File: src/rtl/risc_v_mmio_timer.sv
// risc_v_mmio_timer: prescaled 32-bit MMIO timer with compare/overflow status.
// Define MMIO_TIMER_IRQ_EN to add CTRL.IRQ_EN and the timer_irq output.
module risc_v_mmio_timer #(
  parameter int unsigned ADDRESS_32_W   = 32,
  parameter int unsigned DATA_32_W      = 32,
  parameter int unsigned PRESCALE_W     = 16,
  parameter logic [31:0] TIMER_REG_SPAN = 32'h14
) (
  input  logic                    clk,
  input  logic                    rst_n,
  input  logic                    data_mmio_wr_addr_val,
  input  logic [ADDRESS_32_W-1:0] data_mmio_wr_addr,
  input  logic [DATA_32_W-1:0]    mmio_wr_data,
  input  logic                    data_mmio_rd_addr_val,
  input  logic [ADDRESS_32_W-1:0] data_mmio_rd_addr,
  output logic [DATA_32_W-1:0]    mmio_rd_data,
  output logic                    mmio_access_error
`ifdef MMIO_TIMER_IRQ_EN
  ,
  output logic                    timer_irq
`endif
);

  localparam logic [ADDRESS_32_W-1:0] OFF_CTRL =
    ADDRESS_32_W'(32'h00);
  localparam logic [ADDRESS_32_W-1:0] OFF_PRE =
    ADDRESS_32_W'(32'h04);
  localparam logic [ADDRESS_32_W-1:0] OFF_CMP =
    ADDRESS_32_W'(32'h08);
  localparam logic [ADDRESS_32_W-1:0] OFF_CNT =
    ADDRESS_32_W'(32'h0C);
  localparam logic [ADDRESS_32_W-1:0] OFF_STS =
    ADDRESS_32_W'(32'h10);
  localparam logic [ADDRESS_32_W-1:0] SPAN_A =
    ADDRESS_32_W'(TIMER_REG_SPAN);

  logic                  en_q, en_d;
  logic                  ar_q, ar_d;
  logic                  ie_rd;
  logic [PRESCALE_W-1:0] prescale_q, prescale_d;
  logic [PRESCALE_W-1:0] pre_cnt_q, pre_cnt_d;
  logic [DATA_32_W-1:0]  compare_q, compare_d;
  logic [DATA_32_W-1:0]  count_q, count_d;
  logic                  match_q, match_d;
  logic                  ovf_q, ovf_d;
  logic                  err_q, err_d;

`ifdef MMIO_TIMER_IRQ_EN
  logic ie_q, ie_d;
  logic irq_q, irq_d;
`endif

  logic wr_ok, rd_ok;
  logic wr_ctrl, wr_pre, wr_cmp, wr_cnt, wr_sts;
  logic tick, hit_cmp, hit_max;
  logic match_set, ovf_set;

  // Mapped means inside the window and word aligned.
  function automatic logic addr_ok(
    input logic [ADDRESS_32_W-1:0] a
  );
    return (a < SPAN_A) && (a[1:0] == 2'b00);
  endfunction

  // Qualify strobes and decode the write target.
  always_comb begin
    wr_ok   = data_mmio_wr_addr_val &&
              addr_ok(data_mmio_wr_addr);
    rd_ok   = data_mmio_rd_addr_val &&
              addr_ok(data_mmio_rd_addr);
    wr_ctrl = wr_ok && (data_mmio_wr_addr == OFF_CTRL);
    wr_pre  = wr_ok && (data_mmio_wr_addr == OFF_PRE);
    wr_cmp  = wr_ok && (data_mmio_wr_addr == OFF_CMP);
    wr_cnt  = wr_ok && (data_mmio_wr_addr == OFF_CNT);
    wr_sts  = wr_ok && (data_mmio_wr_addr == OFF_STS);
    err_d   = (data_mmio_wr_addr_val &&
               !addr_ok(data_mmio_wr_addr)) ||
              (data_mmio_rd_addr_val &&
               !addr_ok(data_mmio_rd_addr));
  end

  // Tick handling first, then software writes override it.
  always_comb begin
    en_d       = en_q;
    ar_d       = ar_q;
    prescale_d = prescale_q;
    compare_d  = compare_q;
    count_d    = count_q;
    match_set  = 1'b0;
    ovf_set    = 1'b0;
    tick       = en_q && (pre_cnt_q == prescale_q);
    hit_cmp    = (count_q == compare_q);
    hit_max    = &count_q;

    if (!en_q || tick) begin
      pre_cnt_d = '0;
    end else begin
      pre_cnt_d = pre_cnt_q + PRESCALE_W'(1);
    end

    // A coincident COUNT write discards the whole tick.
    if (tick && !wr_cnt) begin
      priority case (1'b1)
        hit_cmp: begin
          match_set = 1'b1;
          if (ar_q) begin
            count_d = '0;
          end else begin
            en_d = 1'b0;
          end
        end
        hit_max: begin
          count_d = '0;
          ovf_set = 1'b1;
        end
        default: begin
          count_d = count_q + DATA_32_W'(1);
        end
      endcase
    end

    if (wr_ctrl) begin
      en_d      = mmio_wr_data[0];
      ar_d      = mmio_wr_data[1];
      pre_cnt_d = '0;
    end
    if (wr_pre) begin
      prescale_d = mmio_wr_data[PRESCALE_W-1:0];
      pre_cnt_d  = '0;
    end
    if (wr_cmp) begin
      compare_d = mmio_wr_data;
    end
    if (wr_cnt) begin
      count_d = mmio_wr_data;
    end

    // Hardware set beats a coincident write-1-to-clear.
    match_d = match_q;
    ovf_d   = ovf_q;
    if (wr_sts) begin
      match_d = match_q & ~mmio_wr_data[0];
      ovf_d   = ovf_q & ~mmio_wr_data[1];
    end
    match_d = match_d | match_set;
    ovf_d   = ovf_d | ovf_set;
  end

`ifdef MMIO_TIMER_IRQ_EN
  // IRQ enable storage and registered level interrupt.
  always_comb begin
    ie_d  = wr_ctrl ? mmio_wr_data[2] : ie_q;
    irq_d = ie_q & match_q;
    ie_rd = ie_q;
  end

  // Interrupt-side state.
  always_ff @(posedge clk or negedge rst_n) begin
    if (!rst_n) begin
      ie_q  <= 1'b0;
      irq_q <= 1'b0;
    end else begin
      ie_q  <= ie_d;
      irq_q <= irq_d;
    end
  end

  assign timer_irq = irq_q;
`else
  assign ie_rd = 1'b0;
`endif

  // Combinational read return, pre-write state.
  always_comb begin
    mmio_rd_data = '0;
    if (rd_ok) begin
      unique case (1'b1)
        data_mmio_rd_addr == OFF_CTRL:
          mmio_rd_data = DATA_32_W'({ie_rd, ar_q, en_q});
        data_mmio_rd_addr == OFF_PRE:
          mmio_rd_data = DATA_32_W'(prescale_q);
        data_mmio_rd_addr == OFF_CMP:
          mmio_rd_data = compare_q;
        data_mmio_rd_addr == OFF_CNT:
          mmio_rd_data = count_q;
        data_mmio_rd_addr == OFF_STS:
          mmio_rd_data = DATA_32_W'({ovf_q, match_q});
        default:
          mmio_rd_data = '0;
      endcase
    end
  end

  // Timer register state.
  always_ff @(posedge clk or negedge rst_n) begin
    if (!rst_n) begin
      en_q       <= 1'b0;
      ar_q       <= 1'b0;
      prescale_q <= '0;
      pre_cnt_q  <= '0;
      compare_q  <= '0;
      count_q    <= '0;
      match_q    <= 1'b0;
      ovf_q      <= 1'b0;
      err_q      <= 1'b0;
    end else begin
      en_q       <= en_d;
      ar_q       <= ar_d;
      prescale_q <= prescale_d;
      pre_cnt_q  <= pre_cnt_d;
      compare_q  <= compare_d;
      count_q    <= count_d;
      match_q    <= match_d;
      ovf_q      <= ovf_d;
      err_q      <= err_d;
    end
  end

  assign mmio_access_error = err_q;

endmodule

File: config.mk
export PLATFORM = sky130hd
export DESIGN_NAME = risc_v_mmio_timer
export DESIGN_NICKNAME = d
export VERILOG_FILES = /design/src/rtl/risc_v_mmio_timer.sv
export SDC_FILE = /design/constraint.sdc
export NUM_CORES = 1
export LEC_CHECK = 0
export CELL_PAD_IN_SITES_DETAIL_PLACEMENT = 0
export CELL_PAD_IN_SITES_GLOBAL_PLACEMENT = 1
export CORE_ASPECT_RATIO = 1.75
export CORE_MARGIN = 1.5
export CORE_UTILIZATION = 43
export CTS_CLUSTER_SIZE = 8
export DETAILED_ROUTE_END_ITERATION = 8
export GPL_TIMING_DRIVEN = 0
export PLACE_DENSITY = 0.85
export SYNTH_ARGS = -nofsm -noshare
export SYNTH_HDL_FRONTEND = slang
export SYNTH_SLANG_ARGS = --single-unit
File: constraint.sdc
create_clock -name clk -period 5.03 [get_ports clk]
set_clock_uncertainty 0.05 [all_clocks]
set_input_delay 1.509 -clock clk [delete_from_list [all_inputs] [get_ports clk]]
set_output_delay 1.509 -clock clk [all_outputs]
set_load 0.01 [all_outputs]
==> flow_metrics.py, run 1 <==
metrics = {
    "worst_setup_path": {
        "r2r_slack_ns": 2.06,
        "cp_max_fo": 6,
        "end_kind": "primary output",
        "critPathKind": "input pin to primary output",
        "required_ns": 3.47,
        "crit_arrival_ns": 3.41,
        "worstSetupStartpointType": "input pin",
    },
    "routing": {
        "dr.pass1.iters": 5,
        "viasPerCell": 6.05,
        "post_drt_wl_per_cell_um": 22.1,
        "antenna_left": 0,
        "drc": 0,
        "drt_wl_total_um": 22600,
        "drt_iter0_drc": 424,
        "num_vias": 6204,
    },
    "clock_tree": {
        "cts-root-buf": "clkbuf_16",
        "clock_latency_ns": 0.35,
        "cts.htree.levels": 3,
        "cts_sinks": 101,
        "cts_made_buffers": 9,
        "clk_pin_slew_ns": 0.07,
        "cts_buffer_depth": 2,
        "tritoncts": "done",
    },
    "pwr": {
        "pwr-share-clk_pct": 40.8,
        "pwr-share-comb_pct": 9.1,
        "p_leak_uw": 0.00387,
        "p_int_uw": 1240,
        "cellPowerDensity_nw_per_um2": 190,
        "p_switching_uw": 380,
        "total_power_uw": 1620,
        "vdd_drop_max_mv": 0.141,
        "swShare_pct": 23.4,
        "p_seq_share_pct": 50.1,
    },
    "global_route": {
        "grt-ovfl-total": 0,
        "grt_max_degree": 70,
        "grt_pass1_wl_um": 35100,
        "grt_pass1_vias": 6374,
        "antenna_found_initial": 0,
        "grtUsageTotal_pct": 27.7,
    },
    "final_layout": {
        "layout_commonest_cell": "dfrtp_1",
        "final_nets": 940,
        "final-instance-count-excl-fill": 1025,
        "mostFrequentLayoutCells": "dfrtp_1 (101), clkdlybuf4s50_1 (97), nor2_1 (68), mux2_1 (48), xor2_1 (43)",
        "area_growth_pct": 28.6,
        "antenna_cells": 0,
        "design_area_um2": 8510,
        "drive_gt1_share_pct": 13.5,
    },
    "yosys": {
        "ys.warnings.count": 0,
        "ys_seq_area_share_pct": 38.2,
        "synth_fa_ha_area_share_pct": 0.378,
        "syn_area_per_cell_um2": 9.57,
        "ys_ff_latch": 101,
        "ys_types": 57,
        "synth-compound-area-share_pct": 12.5,
        "synthesis.instances": 692,
        "yosys.area.top_type_share_pct": 38.2,
        "synth_top_cells_by_area": "dfrtp_1 (38%), mux2_1 (8.2%), xor2_1 (5.7%), a32oi_1 (5.2%), nor2_1 (4.6%)",
        "synth_xor_area_share_pct": 8.20,
        "synth_simple_gate_area_share_pct": 22.2,
        "synth_async_sr_flop_share_pct": 100,
        "netlist_area_um2": 6620,
        "synth_nets": 794,
        "post-synth-top-area-cell": "dfrtp_1",
        "synth_edf_count": 0,
        "synth_top_family_by_area": "simple AND/OR/NAND/NOR gates",
        "synthMuxAreaShare_pct": 13.8,
        "synth_flop_cell": "dfrtp_1",
    },
    "hold_path": {
        "hold_class": "register to register",
    },
    "placement": {
        "io_buffers": 130,
        "dp.final_hpwl_um": 17600,
        "gp_congestion": 0.903,
        "place_area_um2": 8180,
        "dpl.cell_count": 1006,
        "preCtsSetupSlack_ns": -0.789,
    },
    "floorplanning": {
        "row_count": 59,
        "core-area_um2": 15000,
        "die_w_um": 96.8,
        "ios": 133,
        "initial_core_util_pct": 44.2,
        "die_y_um": 167,
        "dieArea_um2": 16200,
    },
    "sta": {
        "fmaxAchievable_mhz": 201,
        "report.final.slew_viol_count": 0,
        "max_slew.worst_pin.slew_ns": 0.962,
        "relSlewSlack_pct": 35.8,
        "setup_viol": 0,
        "rsz0062_at_grt": "yes",
        "fin_ws_ns": 0.0618,
        "fin_crit_ns": 4.97,
        "finalCritPeriodShare_pct": 98.8,
        "hold_violations": 0,
    },
    "outcome": {
        "status": "completed",
    },
    "job": {
        "max_cap_violations": 0,
    },
}
## routing by layer
metal  up-vias  routed length (um)  part of all wire, %  global-route usage [%]
li1       2839                   -                    -                       -
met1      3039                8230                   36                    30.7
met2       254               12300                   54                    51.2
met3        72                 993                  4.4                    3.92
met4         0                1100                  4.8                    13.5
met5         -                   0                    0                       0
## cells in the mapped netlist (11+ instances only)
library cell and count:
inv_1 30, o21ai_1 25, dfrtp_1 101, clkbuf_1 21
xnor2_1 19, buf_2 19, mux2i_1 18, xor2_1 43
nor3_1 13, nor2_1 81, nand3_1 34, mux2_1 48
mux2_2 14, nand2_1 41, a32oi_1 39, nand4_1 24
and2_1 11, nor4_1 16, a22oi_1 14
## repair_timing
action                     in CTS  in global routing
gates resized for setup        75                 42
hold endpoints to repair        0                  0
pin swaps                       5                  5
setup buffers                   3                  1
hold buffers                    0                  0
setup endpoints to repair      31                 30
## through the flow
step | util [%] | hold WS (ns) | setup TNS [ns]
6_report | 56.8 | 0.463 | 0
5_1_grt | 56.8 | 0.504 | -0.690
4_1_cts | 56.4 | 0.464 | -0.586
3_5_place_dp | 54.6 | 0.440 | -15.91
3_3_place_gp | 54.4 | 0.431 | -165.03
2_1_floorplan | - | 0.404 | 0
## power by group through the flow
stage | registers [uW] | logic, uW | clock network, uW
3_5_place_dp | 828 | 145 | 0
5_1_grt | 812 | 157 | 701
3_3_place_gp | 828 | 139 | 0
2_1_floorplan | 828 | 24.1 | 0
6_report | 812 | 147 | 662
4_1_cts | 812 | 145 | 671
## state kept, by name, summed over array words and instances (netlist names)
register / cells
ar_q: 1
compare_q: 32
count_q: 32
en_q: 1
match_q: 1
mmio_access_error: 1
ovf_q: 1
pre_cnt_q: 16
prescale_q: 16
## worst max-delay path, stage by stage
cell,delay (ns)
clkdlybuf4s50_1,0.44
nor4_2,0.30
nand4_1,0.21
nor2_4,0.14
buf_4,0.12
nand4_1,0.10
buf_6,0.19
buf_8,0.15
nor2_2,0.11
buf_2,0.14
## path summary, 6_finish.rpt
check                                      start               end  cells after the start
setup / recovery           data_mmio_rd_addr[15]  mmio_rd_data[16]                     10
hold / removal                           match_q           match_q                      2
setup reg to reg                     count_q[11]       count_q[29]                      7
hold reg to reg                          match_q           match_q                      2
max in group asynchronous                  rst_n       count_q[23]                      2
min in group asynchronous                  rst_n     compare_q[28]                      1
## cell families after synthesis
group,after synthesis
xor+xnor,62
buf+inv,74
fa+ha+maj,2
mux,82
flops,101
compound gates,111
simple gates,260
## layout make-up
| type | instances | area, um2 |
|---|---|---|
| Buffer | 43 | 219 |
| Inverter | 31 | 116 |
| Multi-Input combinational cell | 517 | 3850 |
| Clock inverter | 3 | 22.5 |
| Sequential cell | 101 | 2530 |
| Timing Repair Buffer | 135 | 1300 |
| Tap cell | 183 | 229 |
| Clock buffer | 12 | 246 |
| Fill cell | 1355 | 6470 |
Power figures use the tool's default switching activity.
==> inputs of run 2 (changes only) <==
--- a/config.mk
+++ b/config.mk
@@ -12,7 +12,6 @@
 export CORE_UTILIZATION = 43
 export CTS_CLUSTER_SIZE = 8
 export DETAILED_ROUTE_END_ITERATION = 8
-export GPL_TIMING_DRIVEN = 0
 export PLACE_DENSITY = 0.85
 export SYNTH_ARGS = -nofsm -noshare
 export SYNTH_HDL_FRONTEND = slang
==> run 2 against run 1 <==
- power up 4.2%
- critical path depth down 2
- hold slack worse by 0.010 ns
==> flow_metrics.py, run 2 (same netlist as run 1, synthesis figures left out) <==
metrics = {
    "worst_setup_path": {
        "cp_max_fo": 16,
        "crit_arrival_ns": 3.34,
        "worstSetupStartpointType": "input pin",
        "end_kind": "primary output",
        "critPathKind": "input pin to primary output",
        "required_ns": 3.47,
    },
    "routing": {
        "post_drt_wl_per_cell_um": 20.9,
        "top_layer": "met4",
        "drc": 0,
        "wl_met2_um": 11000,
        "drt_wl_total_um": 20900,
        "wl_met1_um": 8050,
        "antenna_left": 0,
        "dr.pass1.iters": 5,
        "wl_met3_um": 791,
        "drt_iter0_drc": 374,
        "viasPerCell": 6.04,
        "num_vias": 6022,
    },
    "placement": {
        "place_area_um2": 8110,
        "io_buffers": 132,
        "dp.final_hpwl_um": 15200,
        "gp_congestion": 0.859,
        "preCtsSetupSlack_ns": -0.227,
    },
    "clock_tree": {
        "clk_pin_slew_ns": 0.07,
        "cts_buffer_depth": 2,
        "cts_sinks": 101,
        "cts.htree.levels": 3,
        "cts-root-buf": "clkbuf_16",
        "cts_made_buffers": 9,
        "clock_latency_ns": 0.35,
        "tritoncts": "done",
    },
    "final_layout": {
        "seq_area_um2": 2530,
        "final_nets": 911,
        "fin_util_pct": 56.0,
        "design_area_um2": 8390,
        "drive_gt1_share_pct": 10.2,
        "antenna_cells": 0,
        "mostFrequentLayoutCells": "dfrtp_1 (101), clkdlybuf4s50_1 (98), nor2_1 (80), mux2_1 (48), xor2_1 (43)",
        "layout_commonest_cell": "dfrtp_1",
        "area_growth_pct": 26.8,
        "multi_input_area_um2": 3800,
        "top_regs": "compare_q (32), count_q (32)",
        "num-fill-cells": 1356,
    },
    "job": {
        "max_cap_violations": 0,
    },
    "pwr": {
        "p_leak_uw": 0.00370,
        "vdd_drop_max_mv": 0.171,
        "cellPowerDensity_nw_per_um2": 201,
    },
    "sta": {
        "fin_ws_ns": 0.127,
        "fin_crit_ns": 4.90,
        "fmaxAchievable_mhz": 204,
        "rsz0062_at_grt": "yes",
        "finalCritPeriodShare_pct": 97.5,
        "relSlewSlack_pct": 24.3,
        "max_slew.worst_pin.slew_ns": 1.14,
        "hold_violations": 0,
        "report.final.slew_viol_count": 0,
        "setup_viol": 0,
    },
    "global_route": {
        "grt_max_degree": 81,
        "grtUsageTotal_pct": 25.5,
        "grt_pass1_wl_um": 32700,
        "grt-ovfl-total": 0,
        "grt_pass1_vias": 6158,
        "antenna_found_initial": 0,
    },
    "floorplanning": {
        "dieArea_um2": 16200,
        "die_w_um": 96.8,
        "ios": 133,
        "die_y_um": 167,
        "core-area_um2": 15000,
        "row_count": 59,
        "initial_core_util_pct": 44.2,
    },
    "outcome": {
        "status": "completed",
    },
    "hold_path": {
        "hold_class": "register to register",
    },
}
==> run 2: repair_timing <==
action | CTS | global route
setup buffers | 1 | 0
pin swaps | 1 | 1
hold buffers | 0 | 0
endpoints found under the setup margin | 31 | 24
resized for setup | 33 | 28
==> run 2: power breakdown <==
part / total, uW / switching (uW) / internal [uW] / leakage [uW]
clock: 730 / 327 / 403 / 0.000145
sequential: 812 / 0.0790 / 812 / 0.00140
combinational: 147 / 64.6 / 82.9 / 0.00216
total: 1690 / 391 / 1300 / 0.00370
==> run 2: metal layers <==
metal  GRT usage, %  vias up
met5              0        -
met4           15.3        0
met3           3.26       57
met2           44.7      208
met1           29.4     2986
li1               -     2771
==> run 2: path summary, 6_finish.rpt <==
kind	start	to	slack, ns	cells past startpoint
min in group asynchronous	rst_n	compare_q[30]	1.30	1
worst min-delay path	match_q	match_q	0.45	2
worst max-delay path	data_mmio_rd_addr[20]	mmio_rd_data[30]	0.13	8
worst min register to register	match_q	match_q	0.45	2
max in group asynchronous	rst_n	compare_q[10]	2.73	2
worst max register to register	count_q[2]	count_q[1]	1.82	6
==> run 2: critical path, cell delays in order <==
cell and delay [ns]:
clkdlybuf4s50_1 0.44, nor4_2 0.28, nand4_1 0.15, nor2_2 0.19, nand4_1 0.18, buf_6 0.21
nor2_1 0.13, clkdlybuf4s15_1 0.25
==> run 2: layout make-up <==
class / instances / area share, %
Sequential cell: 101 / 30.1
Multi-Input combinational cell: 517 / 45.3
Timing Repair Buffer: 149 / 16.8
Clock inverter: 6 / 0.850
Tap cell: 183 / 2.73
Inverter: 31 / 1.39
Clock buffer: 10 / 2.85
==> run 2: metrics by stage <==
step	setup TNS, ns	total power (uW)	hold slack, ns	std cells
finish	0	1690	0.452	997
detailed placement	-5.46	974	0.432	980
floorplan	0	852	0.404	692
CTS	0	1700	0.448	997
global route	-0.00702	1740	0.490	997
global placement	-4.92	972	0.428	980
==> inputs of run 3 (changes only) <==
--- a/config.mk
+++ b/config.mk
@@ -9,10 +9,10 @@
 export CELL_PAD_IN_SITES_GLOBAL_PLACEMENT = 1
 export CORE_ASPECT_RATIO = 1.75
 export CORE_MARGIN = 1.5
-export CORE_UTILIZATION = 43
+export CORE_UTILIZATION = 36
 export CTS_CLUSTER_SIZE = 8
 export DETAILED_ROUTE_END_ITERATION = 8
-export PLACE_DENSITY = 0.85
+export PLACE_DENSITY = 0.76
 export SYNTH_ARGS = -nofsm -noshare
 export SYNTH_HDL_FRONTEND = slang
 export SYNTH_SLANG_ARGS = --single-unit
==> constraint.sdc (replaced) <==
create_clock -name clk -period 4.05 [get_ports clk]
set_clock_uncertainty 0.05 [all_clocks]
set_input_delay 1.215 -clock clk [delete_from_list [all_inputs] [get_ports clk]]
set_output_delay 1.215 -clock clk [all_outputs]
set_load 0.01 [all_outputs]
==> run 3 against run 2 <==
- utilization shrank 9.1 points
- design area grew 0.94%
- power grew 20%
- global-route usage shrank 2.4 points
- critical path depth grew 1
- sequential share of layout area shrank 0.28 points
- sequential power grew 24%
- flip-flop and latch count is the same
- via count is essentially flat
- final cell count grew 6.0%
- hold slack gained 0.023 ns
- critical endpoint is now mmio_rd_data[3]
- highest routed layer unchanged
==> flow_metrics.py, run 3 (same netlist as run 1, synthesis figures left out) <==
metrics = {
    "global_route": {
        "grtUsageTotal_pct": 23.1,
        "grt_pass1_vias": 6353,
        "antenna_found_initial": 0,
        "grt_pass1_wl_um": 34800,
        "grt-ovfl-total": 0,
        "grt_max_degree": 65,
    },
    "routing": {
        "dr.pass1.iters": 7,
        "drt_iter0_drc": 367,
        "drc": 0,
        "post_drt_wl_per_cell_um": 20.8,
        "viasPerCell": 5.69,
        "drt_wl_total_um": 22000,
        "antenna_left": 0,
        "num_vias": 6016,
    },
    "worst_setup_path": {
        "r2r-end": "count_q[24]",
        "ff2ff_path_depth": 6,
        "r2r_slack_ns": 0.88,
        "required_ns": 2.78,
        "reg2reg_from": "count_q[1]",
        "crit_arrival_ns": 2.73,
        "worstSetupStartpointType": "input pin",
        "critPathKind": "input pin to primary output",
        "end_kind": "primary output",
        "cp_max_fo": 3,
    },
    "pwr": {
        "vdd_drop_max_mv": 0.158,
        "total_power_uw": 2030,
        "p_leak_uw": 0.00375,
        "cellPowerDensity_nw_per_um2": 240,
    },
    "sta": {
        "fin_crit_ns": 4.00,
        "relSlewSlack_pct": 23.2,
        "hold_violations": 0,
        "finalSetupTns_ns": 0,
        "fmaxAchievable_mhz": 250,
        "max_slew.worst_pin.slew_ns": 1.15,
        "setup_viol": 0,
        "finalCritPeriodShare_pct": 98.7,
        "report.final.slew_viol_count": 0,
    },
    "final_layout": {
        "num-fill-cells": 1801,
        "final-instance-count-excl-fill": 1057,
        "final_nets": 920,
        "area_growth_pct": 28.0,
        "drive_gt1_share_pct": 17.1,
        "seq_area_um2": 2530,
        "fin_util_pct": 46.9,
        "multi_input_area_um2": 3880,
        "antenna_cells": 0,
        "top_regs": "compare_q (32), count_q (32)",
        "layout_commonest_cell": "dfrtp_1",
        "mostFrequentLayoutCells": "dfrtp_1 (101), nor2_1 (73), clkdlybuf4s50_1 (68), mux2_1 (48), xor2_1 (43)",
    },
    "hold_path": {
        "whs_endpoint": "match_q",
        "hold-path-cell-count": 2,
        "hold_class": "register to register",
        "holdCritStartpoint": "match_q",
    },
    "clock_tree": {
        "tritoncts": "done",
        "clk_pin_slew_ns": 0.08,
        "clock_latency_ns": 0.35,
        "cts_buffer_depth": 2,
        "cts_made_buffers": 9,
        "cts_sinks": 101,
        "hold_buffers": 0,
        "cts-root-buf": "clkbuf_16",
        "cts.htree.levels": 3,
    },
    "floorplanning": {
        "core-area_um2": 18100,
        "die_w_um": 106,
        "row_count": 65,
        "die_y_um": 182,
        "dieArea_um2": 19200,
        "ios": 133,
        "initial_core_util_pct": 36.7,
    },
    "placement": {
        "dp.final_hpwl_um": 15700,
        "io_buffers": 132,
        "dpl.cell_count": 1036,
        "gp_congestion": 0.875,
    },
    "outcome": {
        "status": "completed",
    },
    "job": {
        "max_cap_violations": 0,
    },
}
## run 3: cell types whose count changed in the layout (fill, tap and decap cells not counted), moves of 3 or more
cell	delta
clkbuf_2	+4
clkdlybuf4s50_1	-30
nor2_2	+5
nor2_1	-7
buf_6	+6
nor4_1	-3
dlygate4sd2_1	-7
buf_2	+31
## run 3: how the worst max path moves through the flow
| stage | slack, ns | start | cells past startpoint | to |
|---|---|---|---|---|
| floorplan | 0.34 | data_mmio_rd_addr[24] | 6 | mmio_rd_data[21] |
| global placement | -0.59 | data_mmio_rd_addr[20] | 9 | mmio_rd_data[31] |
| detailed placement | -0.59 | data_mmio_rd_addr[24] | 9 | mmio_rd_data[31] |
| CTS | 0.0009 | data_mmio_rd_addr[27] | 11 | mmio_rd_data[14] |
| global route | -0.05 | data_mmio_rd_addr[7] | 10 | mmio_rd_data[22] |
| finish | 0.05 | data_mmio_rd_addr[30] | 9 | mmio_rd_data[3] |
## run 3: layout make-up
| class | count | share of cell area (%) |
|---|---|---|
| multi-input combinational | 517 | 45.8 |
| inverter | 31 | 1.37 |
| clock inverter | 5 | 0.414 |
| timing repair buffer | 158 | 16.2 |
| clock buffer | 11 | 2.87 |
| sequential | 101 | 29.8 |
| tap | 234 | 3.46 |
## run 3: stage by stage
stage               area [um2]  hold slack [ns]  setup slack (ns)
CTS                       8500            0.475          0.000917
global placement          8210            0.431            -0.587
finish                    8470            0.475            0.0541
detailed placement        8210            0.458            -0.592
global route              8470            0.494           -0.0527
floorplan                 6620            0.404             0.339
## run 3: repair_timing
| item | in CTS | in global routing |
|---|---|---|
| setup endpoints to repair | 32 | 32 |
| gates resized for setup | 195 | 36 |
| gates cloned | 3 | 0 |
| setup buffers | 4 | 0 |
| pin swaps | 11 | 11 |
## run 3: routing by layer
| metal | vias to the layer above | part of all wire (%) | GRT usage, % |
|---|---|---|---|
| met5 | - | 0 | 0 |
| met4 | 0 | 3.4 | 9.84 |
| met3 | 39 | 3.9 | 2.79 |
| met2 | 188 | 55 | 43.4 |
| met1 | 2996 | 37 | 25.9 |
| li1 | 2793 | - | - |
## run 3: worst max-delay path, cell delays in order
cell           delay [ns]
clkbuf_2             0.11
nor4_4               0.28
nand4_1              0.17
nor2_2               0.15
buf_6                0.12
buf_12               0.09
nand3_4              0.12
nor2_2               0.18
dlygate4sd2_1        0.29
## run 3: power breakdown
part           switching, uW  total [uW]  internal (uW)
logic                   86.0         184           98.5
registers              0.111        1010           1010
clock network            401         837            436
total                    487        2030           1540
